===== src/rtl/pipe_stage_elastic.sv =====
// pipe_stage_elastic
//
// Elastic register between two CPU pipeline stages. It carries a data payload
// plus a control field, and adds three things:
//   - valid/ready flow control, so a downstream stall holds the stage;
//   - a synchronous flush that squashes every held entry;
//   - bubble gating, which forces out_ctrl_o to zero whenever the stage is empty.
//
// Build option:
//   PIPE_STAGE_SKID_EN  When defined, the stage has a main entry plus a skid
//                       entry, and in_ready_o is driven from flops only.
//                       When undefined, the stage has a single entry, and
//                       in_ready_o is combinational from out_ready_i.
//
// Ports:
//   clk          clock; all state updates on the rising edge
//   rst_n        asynchronous active-low reset
//   in_valid_i   upstream offers a payload
//   in_ready_o   stage accepts a payload this cycle
//   in_data_i    upstream payload (DATA_W bits)
//   in_ctrl_i    upstream control bits (CTRL_W bits)
//   flush_i      synchronous squash of all entries; highest priority
//   out_valid_o  stage presents a payload
//   out_ready_i  downstream consumes the head this cycle
//   out_data_o   head payload
//   out_ctrl_o   head control bits; zero when out_valid_o is low
//   count_o      number of entries held (0..2)
module pipe_stage_elastic #(
    parameter int unsigned DATA_W = 128,
    parameter int unsigned CTRL_W = 6
) (
    input  logic              clk,
    input  logic              rst_n,
    input  logic              in_valid_i,
    output logic              in_ready_o,
    input  logic [DATA_W-1:0] in_data_i,
    input  logic [CTRL_W-1:0] in_ctrl_i,
    input  logic              flush_i,
    output logic              out_valid_o,
    input  logic              out_ready_i,
    output logic [DATA_W-1:0] out_data_o,
    output logic [CTRL_W-1:0] out_ctrl_o,
    output logic [1:0]        count_o
);

    // Main (head) entry, shared by both builds.
    logic              main_valid_q, main_valid_d;
    logic [DATA_W-1:0] main_data_q, main_data_d;
    logic [CTRL_W-1:0] main_ctrl_q, main_ctrl_d;
    logic              main_load;

    logic accept;
    logic pop;

    // A flush cycle never counts as a transfer out; downstream sees the same flush.
    assign pop = main_valid_q & out_ready_i & ~flush_i;

`ifdef PIPE_STAGE_SKID_EN

    logic              skid_valid_q, skid_valid_d;
    logic [DATA_W-1:0] skid_data_q;
    logic [CTRL_W-1:0] skid_ctrl_q;
    logic              skid_load;
    logic              main_sel_skid;

    // Ready is "skid empty", a pure flop output; the skid catches the one
    // payload that may arrive while main is stalled.
    assign in_ready_o = ~skid_valid_q;
    assign accept     = in_valid_i & ~skid_valid_q & ~flush_i;

    always_comb begin
        main_valid_d  = main_valid_q;
        skid_valid_d  = skid_valid_q;
        main_load     = 1'b0;
        main_sel_skid = 1'b0;
        skid_load     = 1'b0;
        if (flush_i) begin
            main_valid_d = 1'b0;
            skid_valid_d = 1'b0;
        end else if (!main_valid_q || pop) begin
            // Main is free at this edge: refill from skid first to keep order.
            if (skid_valid_q) begin
                main_load     = 1'b1;
                main_sel_skid = 1'b1;
                main_valid_d  = 1'b1;
                skid_valid_d  = 1'b0;
            end else if (accept) begin
                main_load    = 1'b1;
                main_valid_d = 1'b1;
            end else begin
                main_valid_d = 1'b0;
            end
        end else if (accept) begin
            skid_load    = 1'b1;
            skid_valid_d = 1'b1;
        end
    end

    assign main_data_d = main_sel_skid ? skid_data_q : in_data_i;
    assign main_ctrl_d = main_sel_skid ? skid_ctrl_q : in_ctrl_i;

    always_ff @(posedge clk or negedge rst_n) begin
        if (!rst_n) begin
            skid_valid_q <= 1'b0;
            skid_data_q  <= '0;
            skid_ctrl_q  <= '0;
        end else begin
            skid_valid_q <= skid_valid_d;
            if (skid_load) begin
                skid_data_q <= in_data_i;
                skid_ctrl_q <= in_ctrl_i;
            end
        end
    end

    assign count_o = {main_valid_q & skid_valid_q, main_valid_q ^ skid_valid_q};

`else

    // Single entry: a draining head frees the slot in the same cycle.
    assign in_ready_o = ~main_valid_q | out_ready_i;
    assign accept     = in_valid_i & in_ready_o & ~flush_i;

    always_comb begin
        main_valid_d = main_valid_q;
        main_load    = 1'b0;
        if (flush_i) begin
            main_valid_d = 1'b0;
        end else if (accept) begin
            main_load    = 1'b1;
            main_valid_d = 1'b1;
        end else if (pop) begin
            main_valid_d = 1'b0;
        end
    end

    assign main_data_d = in_data_i;
    assign main_ctrl_d = in_ctrl_i;

    assign count_o = {1'b0, main_valid_q};

`endif

    always_ff @(posedge clk or negedge rst_n) begin
        if (!rst_n) begin
            main_valid_q <= 1'b0;
            main_data_q  <= '0;
            main_ctrl_q  <= '0;
        end else begin
            main_valid_q <= main_valid_d;
            if (main_load) begin
                main_data_q <= main_data_d;
                main_ctrl_q <= main_ctrl_d;
            end
        end
    end

    assign out_valid_o = main_valid_q;
    assign out_data_o  = main_data_q;
    // Bubble gating: an empty or squashed stage never asserts control downstream.
    assign out_ctrl_o  = main_valid_q ? main_ctrl_q : '0;

endmodule


===== config.mk =====
export PLATFORM = sky130hd
export DESIGN_NAME = pipe_stage_elastic
export DESIGN_NICKNAME = d
export VERILOG_FILES = /design/src/rtl/pipe_stage_elastic.sv
export SDC_FILE = /design/constraint.sdc
export NUM_CORES = 1
export LEC_CHECK = 0
export BUFFER_PORTS_ARGS = -buffer_cell sky130_fd_sc_hd__buf_2
export CORE_ASPECT_RATIO = 0.8
export CORE_UTILIZATION = 41
export CTS_CLUSTER_SIZE = 30
export DETAILED_ROUTE_END_ITERATION = 6
export GPL_TIMING_DRIVEN = 0
export HOLD_SLACK_MARGIN = 0.12
export PLACE_DENSITY_LB_ADDON = 0.1
export RECOVER_POWER = 25
export SETUP_SLACK_MARGIN = 0.1
export SLEW_MARGIN = 0
export SYNTH_ARGS = -nofsm -noshare
export SYNTH_HDL_FRONTEND = slang
export SYNTH_SLANG_ARGS = --single-unit

===== constraint.sdc =====
create_clock -name clk -period 1.5 [get_ports clk]
set_input_delay 0.3 -clock clk [delete_from_list [all_inputs] [get_ports clk]]
set_output_delay 0.3 -clock clk [all_outputs]
set_load 0.05 [all_outputs]

# Word level (Yosys, flattened, before mapping)
# Index checks and enable logic that the tools add are counted.
[word_totals]
regBits = 135
input_bits = 139
output_inout_bits = 138
wordCells = 17
[classes]
n_mux = 6
bitwise_logic = 7
reduce_logical = 1
[op_table]
columns = ["cell", "count"]
rows = [
  ["$mux 6", 1],
  ["$mux 1", 5],
  ["$and 1x1->1", 4],
  ["$reduce_bool 3->1", 1],
  ["$not 1->1", 2],
  ["$or 1x1->1", 1],
]

# Longest topological paths before layout
# Gate-level depths: netlist (run 1).
[depth]
word_depth = 6
mapped_depth = 6
ltp_nobuf = 3

# Least setup slack after synthesis (run 1)
# Ideal clock, no wire load.
[synth_timing]
path_kind = "reg2reg"
from = "register main_valid_q, in the netlist out_valid_o"
to = "register main_data_q[100], in the netlist out_data_o[100]"
arrival_time_ns = 1.713
required_ns = 1.375
path_slack_ns = -0.338
stages_incl_launch_ff = 7
synth_period_minus_slack_ns = 1.838
cell_sequence = "dfrtp_1 > nor2b_4 > nor3b_2 > buf_6 > buf_8 > buf_8 > mux2_4"
[synth_between]
elab_chain_len = 6
[synth_lines]
columns = ["element", "line_no", "rtl"]
rows = [
  ["from (decl)", "47", "logic main_valid_q, main_valid_d;"],
  ["from (signal assigned)", "150", "main_valid_q <= main_valid_d;"],
  ["$not 1->1", "121", "assign in_ready_o = ~main_valid_q | out_ready_i;"],
  ["$or 1x1->1", "121", ""],
  ["$and 1x1->1 (2 in a row)", "122", "assign accept = in_valid_i & in_ready_o & ~flush_i;"],
  ["$mux 1", "129", "end else if (accept) begin"],
  ["$mux 1", "127", "if (flush_i) begin"],
  ["to (signal assigned)", "152", "main_data_q <= main_data_d;"],
  ["to (decl)", "48", "logic [DATA_W-1:0] main_data_q, main_data_d;"],
]
# No other way between the ends.
# A chain may end at the register's enable or synchronous reset.

# Worst setup path after layout (run 1)
[layout_timing]
from = "register main_valid_q, in the netlist out_valid_o"
to = "register main_data_q[104], in the netlist out_data_o[104]"
# Same word-level chain as after synthesis.

==> results of run 1 <==
==> timing repair <==
action / 4_1_cts / 5_1_grt
resized for setup: 41 / 6
hold endpoints to repair: 162 / 3
endpoints found under the setup margin: 143 / 145
hold buffers: 101 / 2
setup buffers: 11 / 4
gates cloned: 4 / 5
pin swaps: 0 / 0
==> path summary, 6_finish.rpt <==
path | from | endpoint | slack [ns] | cells past startpoint
setup / recovery | out_valid_o | out_data_o[104] | -0.16 | 7
hold / removal | flush_i | out_valid_o | 0.07 | 2
setup reg to reg | out_valid_o | out_data_o[104] | -0.16 | 7
hold reg to reg | out_data_o[52] | out_data_o[52] | 0.50 | 1
max in group asynchronous | rst_n | out_data_o[49] | 0.08 | 3
min in group asynchronous | rst_n | out_data_o[100] | 0.57 | 2
==> area by class of cell <==
type | count | area share
Tap cell | 175 | 0.0241
Inverter | 1 | 0.000413
Sequential cell | 135 | 0.372
Clock inverter | 4 | 0.00770
Buffer | 17 | 0.0299
Multi-Input combinational cell | 145 | 0.201
Clock buffer | 25 | 0.0534
Timing Repair Buffer | 400 | 0.312
==> metrics by stage <==
step | TNS, ns | setup WS (ns) | hold slack, ns | total power, W | std cells
detailed placement | -22.35 | -0.224 | 0.314 | 0.00881 | 749
global route | -27.97 | -0.199 | 0.0619 | 0.0136 | 902
CTS | -15.28 | -0.191 | 0.0527 | 0.0131 | 894
finish | -13.96 | -0.163 | 0.0705 | 0.0131 | 902
floorplan | -20.96 | -0.205 | 0.00441 | 0.00771 | 298
global placement | -241.22 | -1.88 | 0.482 | 0.00874 | 748
==> routing by layer <==
layer / track usage / routed length [um] / vias to the layer above
met1: 0.243 / 5620 / 1998
met2: 0.372 / 7410 / 176
li1: - / - / 1873
met5: 0 / 0 / -
met3: 0.0916 / 1340 / 15
met4: 0.0772 / 205 / 0
==> power groups by stage <==
stage / Combinational [W] / Sequential, W / Clock, W
2_1_floorplan: 0.000971 / 0.00674 / 0
3_3_place_gp: 0.00415 / 0.00460 / 0
3_5_place_dp: 0.00419 / 0.00463 / 0
4_1_cts: 0.00455 / 0.00458 / 0.00401
5_1_grt: 0.00477 / 0.00467 / 0.00420
6_report: 0.00458 / 0.00459 / 0.00394
==> Yosys cell counts (all sizes together) <==
cell type  instances
nor2b              1
and2               6
dfrtp            135
inv                1
buf               17
mux2             134
nor3b              1
conb               1
nor2               2
==> cell families after synthesis <==
logic type             synth area share
DFF                               0.628
muxes                             0.323
buffers and inverters            0.0349
and+or+nand+nor                  0.0133
other                          0.000698
==> state kept, by name, summed over array words and instances, names as in the netlist <==
signal / count
main_ctrl_q: 6
out_valid_o: 1
out_data_o: 128
==> results.tsv, run 1 <==
stage	metric	value	unit
clock_network	clock transition at the registers of the reported paths	0.06	ns
logic_synthesis	Area contributors post-synth	dfrtp_1 (63%), mux2_4 (17%), mux2_2 (16%), buf_8 (2.0%), buf_4 (1.3%)	
setup_path	crit end category	flip-flop	
clock_network	Root Driver	clkbuf_16	
power	Seq pwr share	0.350	
global_routing	GRT Residual Overflow	0	
setup_path	Worst Path Required	1.78	ns
timing	Final Max Tran Viols	0	
floorplan	Core ar.	12800	um2
clock_network	Longest Clk Path Bufs	2	
cells_and_area	share of layout cells above drive strength 1	0.655	
clock_network	clk_lat worst skew	0.40	ns
route	drt total wl	14.6	mm
flow_run	Max-Cap Viols	0	
setup_path	crit path buf inv count	4	
global_routing	vias in the first global route	4375	
logic_synthesis	Synthesized Nets	437	
timing	Slew @ Worst Pin	0.881	ns
logic_synthesis	post-synth top area cell	dfrtp_1	
setup_path	CP Cell Sequence	nor2b_4 -> nor3b_2 -> buf_6 -> buf_12 -> buf_12 -> buf_12 -> mux2_4	
placement	I/O Buffers	275	
cells_and_area	Multi-input gate area	1820	um2
cells_and_area	sequential cell area	3380	um2
route	DRT antenna net count	0	
cells_and_area	most frequent cells in the layout	buf_2 (263), dfrtp_1 (134), dlygate4sd3_1 (103), mux2_2 (70), mux2_4 (64)	
cells_and_area	finished layout cell area	9090	um2
timing	final setup vio count	140	
route	via count	4062	
setup_path	Crit path arrival time	1.95	ns
logic_synthesis	Yosys reg bits	135	
timing	final hold vios	0	
setup_path	Critical Path Fanout Max	6	
global_routing	first-pass GRT wire length	22.2	mm
logic_synthesis	post-synthesis sequential area ratio	0.628	
setup_path	WS Path Type	flip-flop to flip-flop	
placement	Placed Area	7040	um2
placement	DP HPWL	9.16	mm
setup_path	slowest stage delay, CP	0.40	ns
global_routing	largest net degree at the start of global routing	75	
timing	final worst slack	-0.163	ns
cells_and_area	Area Growth Syn to Fin	69.2	%
floorplan	Initial Util	0.419	
setup_path	Crit path max-delay family	buffers and inverters	
timing	relative max-transition margin	0.413	
clock_network	CTS tree	done	
timing	RSZ-0062 raised after global routing	yes	
timing	fin crit share	1.11	
placement	Placer Congestion	0.702	
route	drt via density	4.50	
logic_synthesis	cell count after synthesis	298	
route	Initial DRC Count	122	
global_routing	initial antenna violation count	0	
floorplan	die width	130	um
power	internal power	0.00840	W
cells_and_area	# diodes	0	
setup_path	slowest CP cell	dfrtp_2	
floorplan	I/O pins	277	
min_path	hold crit path type	input pin to flip-flop	
route	residual DRC count	0	
power	sw power	0.00471	W
timing	crit path time final	1.66	ns
power	Sw Ratio	0.359	
cells_and_area	Final Util	0.709	
run_status	failing checks	negative setup slack	
logic_synthesis	Mean Syn Cell Area	18.0	um2
run_status	outcome	complete, but fails checks	
cells_and_area	commonest non-fill, non-tap cell in the layout	buf_2	
logic_synthesis	Netlist cell types	12	
power	PD cells	1440	nW/um2
power	VDD IR max	0.000986	V
timing	fmax	601	MHz
route	routed len/inst	16.2	um
floorplan	Die H	104	um
global_routing	total track usage	0.219	
floorplan	DIE AREA	13600	um2
floorplan	cell row count	37	
power	Leak	4.48	nW
logic_synthesis	post-synth top area share	0.628	
route	1st-pass router iterations	4	
logic_synthesis	Ys Warns	0	
power	clock network fraction of design power	0.300	
logic_synthesis	Post-Syn Area	5380	um2
setup_path	Worst path most repeated cell	buf_12	
cells_and_area	fillcell total	894	
clock_network	Sink Count	135	
timing	Final Skew	0.00611	ns
setup_path	CP Launch Type	flip-flop	
cells_and_area	nets	856	
clock_network	H-Tree Depth	4	
power	Combinational Power Share	0.349	
clock_network	CTS buffer count	17	
Note: power is estimated with default switching activity, not from simulation.
==> run 2: changes to the inputs <==
==> constraint.sdc (replaced) <==
create_clock -name clk -period 1.5 [get_ports clk]
set_input_delay 0.3 -clock clk [delete_from_list [all_inputs] [get_ports clk]]
set_output_delay 0.3 -clock clk [all_outputs]
set_load 0.005 [all_outputs]
==> run 2 against run 1 <==
Effect of this change: the run still ends with negative setup slack left; power fell by 14%; critical path depth is 1 lower; clock skew rose by 0.00093 ns; combinational power fell by 50%; final cell count fell by 2.3%; wire length down 3.9%; flip-flop and latch count unchanged; clock power up 11%; clock-buffer cell count decreased by 5; register-to-register slack improved by 0.02 ns; final area fell by 2.8%; fmax up 1.5%; critical path type unchanged; largest power group unchanged.
==> results.tsv, run 2 (synthesized netlist as in run 1, its figures left out) <==
stage	metric	value	unit	change
run_status	outcome	complete, but fails checks		unchanged
run_status	failing checks	negative setup slack		unchanged
floorplan	I/O pins	277		unchanged
timing	final worst slack	-0.138	ns	was -0.163 ns
setup_path	reg2reg start	out_valid_o		unchanged
route	drt via density	4.50		about the same
route	Initial DRC Count	94		was 122
placement	DP HPWL	9.12	mm	was 9.16 mm
route	1st-pass router iterations	4		unchanged
cells_and_area	Multi-input gate area	1830	um2	was 1820 um2
floorplan	Die H	104	um	unchanged
cells_and_area	max FFs per register	128		unchanged
cells_and_area	sequential cell area	3380	um2	unchanged
clock_network	clk_lat worst skew	0.40	ns	about the same
global_routing	total track usage	0.205		was 0.219
global_routing	largest net degree at the start of global routing	76		was 75
cells_and_area	# diodes	0		unchanged
min_path	Hold Crit Depth	2		unchanged
flow_run	Max-Cap Viols	0		unchanged
timing	relative max-transition margin	0.435		was 0.413
setup_path	WS Path Type	flip-flop to flip-flop		unchanged
clock_network	H-Tree Depth	4		unchanged
power	Leak	4.37	nW	was 4.48 nW
power	PD cells	1270	nW/um2	was 1440 nW/um2
setup_path	crit end category	flip-flop		unchanged
global_routing	GRT Residual Overflow	0		unchanged
floorplan	Initial Util	0.419		unchanged
cells_and_area	Area Growth Syn to Fin	64.5	%	was 69.2%
clock_network	clock transition at the registers of the reported paths	0.06	ns	about the same
min_path	hold crit path type	input pin to flip-flop		unchanged
clock_network	Root Driver	clkbuf_16		unchanged
timing	RSZ-0062 raised after global routing	yes		unchanged
floorplan	cell row count	37		unchanged
setup_path	Worst Path Required	1.78	ns	about the same
cells_and_area	share of layout cells above drive strength 1	0.671		was 0.655
cells_and_area	fillcell total	922		was 894
route	DRT antenna net count	0		unchanged
route	residual DRC count	0		unchanged
timing	Final Max Tran Viols	0		unchanged
route	drt total wl	14.0	mm	was 14.6 mm
timing	Final Skew	0.00704	ns	was 0.00611 ns
power	VDD IR max	0.000828	V	was 0.000986 V
setup_path	worst reg2reg setup slack	-0.14	ns	was -0.16 ns
route	via count	3966		was 4062
setup_path	Critical Path Fanout Max	10		was 6
min_path	Worst Hold Launch	in_ctrl_i[3]		was flush_i
min_path	Hold Path End	main_ctrl_q[3]		was out_valid_o
placement	Placer Congestion	0.730		was 0.702
timing	Slew @ Worst Pin	0.848	ns	was 0.881 ns
global_routing	initial antenna violation count	0		unchanged
cells_and_area	nets	832		was 856
floorplan	DIE AREA	13600	um2	unchanged
clock_network	Longest Clk Path Bufs	2		unchanged
route	routed len/inst	15.9	um	was 16.2 um
clock_network	CTS tree	done		unchanged
cells_and_area	Final Util	0.689		was 0.709
timing	crit path time final	1.64	ns	was 1.66 ns
timing	final hold vios	0		unchanged
global_routing	first-pass GRT wire length	21.0	mm	was 22.2 mm
setup_path	reg2reg path depth	6		was 7
cells_and_area	most frequent cells in the layout	buf_2 (269), dfrtp_1 (134), dlygate4sd3_1 (90), mux2_2 (70), mux2_4 (64)		was buf_2 (263), dfrtp_1 (134), dlygate4sd3_1 (103), mux2_2 (70), mux2_4 (64)
timing	final setup vio count	142		was 140
clock_network	Sink Count	135		unchanged
floorplan	die width	130	um	unchanged
setup_path	Crit path arrival time	1.92	ns	was 1.95 ns
placement	I/O Buffers	275		unchanged
floorplan	Core ar.	12800	um2	unchanged
setup_path	Crit Reg-Reg Endpoint	out_data_o[90]		was out_data_o[104]
global_routing	vias in the first global route	4136		was 4375
cells_and_area	commonest non-fill, non-tap cell in the layout	buf_2		unchanged
clock_network	CTS buffer count	17		unchanged
setup_path	CP Launch Type	flip-flop		unchanged
placement	pre-CTS setup slack	-0.249	ns	was -0.224 ns
timing	fin crit share	1.09		was 1.11
timing	fmax	610	MHz	was 601 MHz
run 2: how the worst max path moves through the flow:
stage                            from         endpoint  slack, ns  cells past startpoint
after CTS                 out_valid_o   out_data_o[55]      -0.14                      6
after floorplan           out_valid_o  out_data_o[100]      -0.08                      6
final                     out_valid_o   out_data_o[90]      -0.14                      6
after global placement          rst_n   out_data_o[47]      -1.64                      1
after global routing      out_valid_o    out_data_o[2]      -0.19                      6
after detailed placement  out_valid_o  out_data_o[106]      -0.25                      6
run 2: layout make-up:
type,count,area share
Clock buffer,20,0.0505
Timing Repair Buffer,376,0.283
Sequential cell,135,0.382
Tap cell,175,0.0248
Multi-Input combinational cell,145,0.207
Inverter,1,0.000425
Buffer,17,0.0313
Clock inverter,12,0.0200
run 2: critical path, stage by stage (launching register included):
cell,delay [ns]
dfrtp_2,0.41
nor2b_4,0.13
nor3b_2,0.19
buf_6,0.15
buf_12,0.16
buf_12,0.16
mux2_4,0.31
run 2: layer usage:
layer / wire length [um] / vias to the layer above / share of wire / global-route usage
met2: 7020 / 168 / 0.50 / 0.344
met1: 5600 / 1946 / 0.40 / 0.237
li1: - / 1837 / - / -
met3: 1200 / 15 / 0.086 / 0.0797
met4: 183 / 0 / 0.013 / 0.0731
met5: 0 / - / 0 / 0
run 2: through the flow:
step	total power, W	setup TNS (ns)	std cells	hold WS, ns	cell area (um2)
after floorplan	0.00559	-4.66	298	0.00441	5410
after global placement	0.00658	-246.21	748	0.484	7010
after detailed placement	0.00663	-26.26	749	0.311	7040
after CTS	0.0113	-16.59	862	0.120	8610
after global routing	0.0118	-33.28	881	0.121	8840
final	0.0113	-15.79	881	0.134	8840
run 2: power breakdown:
part	leakage [nW]	internal (W)	total, W	switching (W)
Combinational	2.48	0.00150	0.00230	0.000807
Clock	0.300	0.00283	0.00437	0.00154
Sequential	1.59	0.00427	0.00458	0.000317
Total	4.37	0.00859	0.0113	0.00266
run 2: what timing repair did:
item                                   in CTS  in global routing
setup endpoints to repair                 142                143
resized for setup                          25                 12
endpoints found under the hold margin     131                 17
cloned                                      3                  0
buffers inserted                            5                  2
hold buffers                               73                 17
pin swaps                                   1                  1
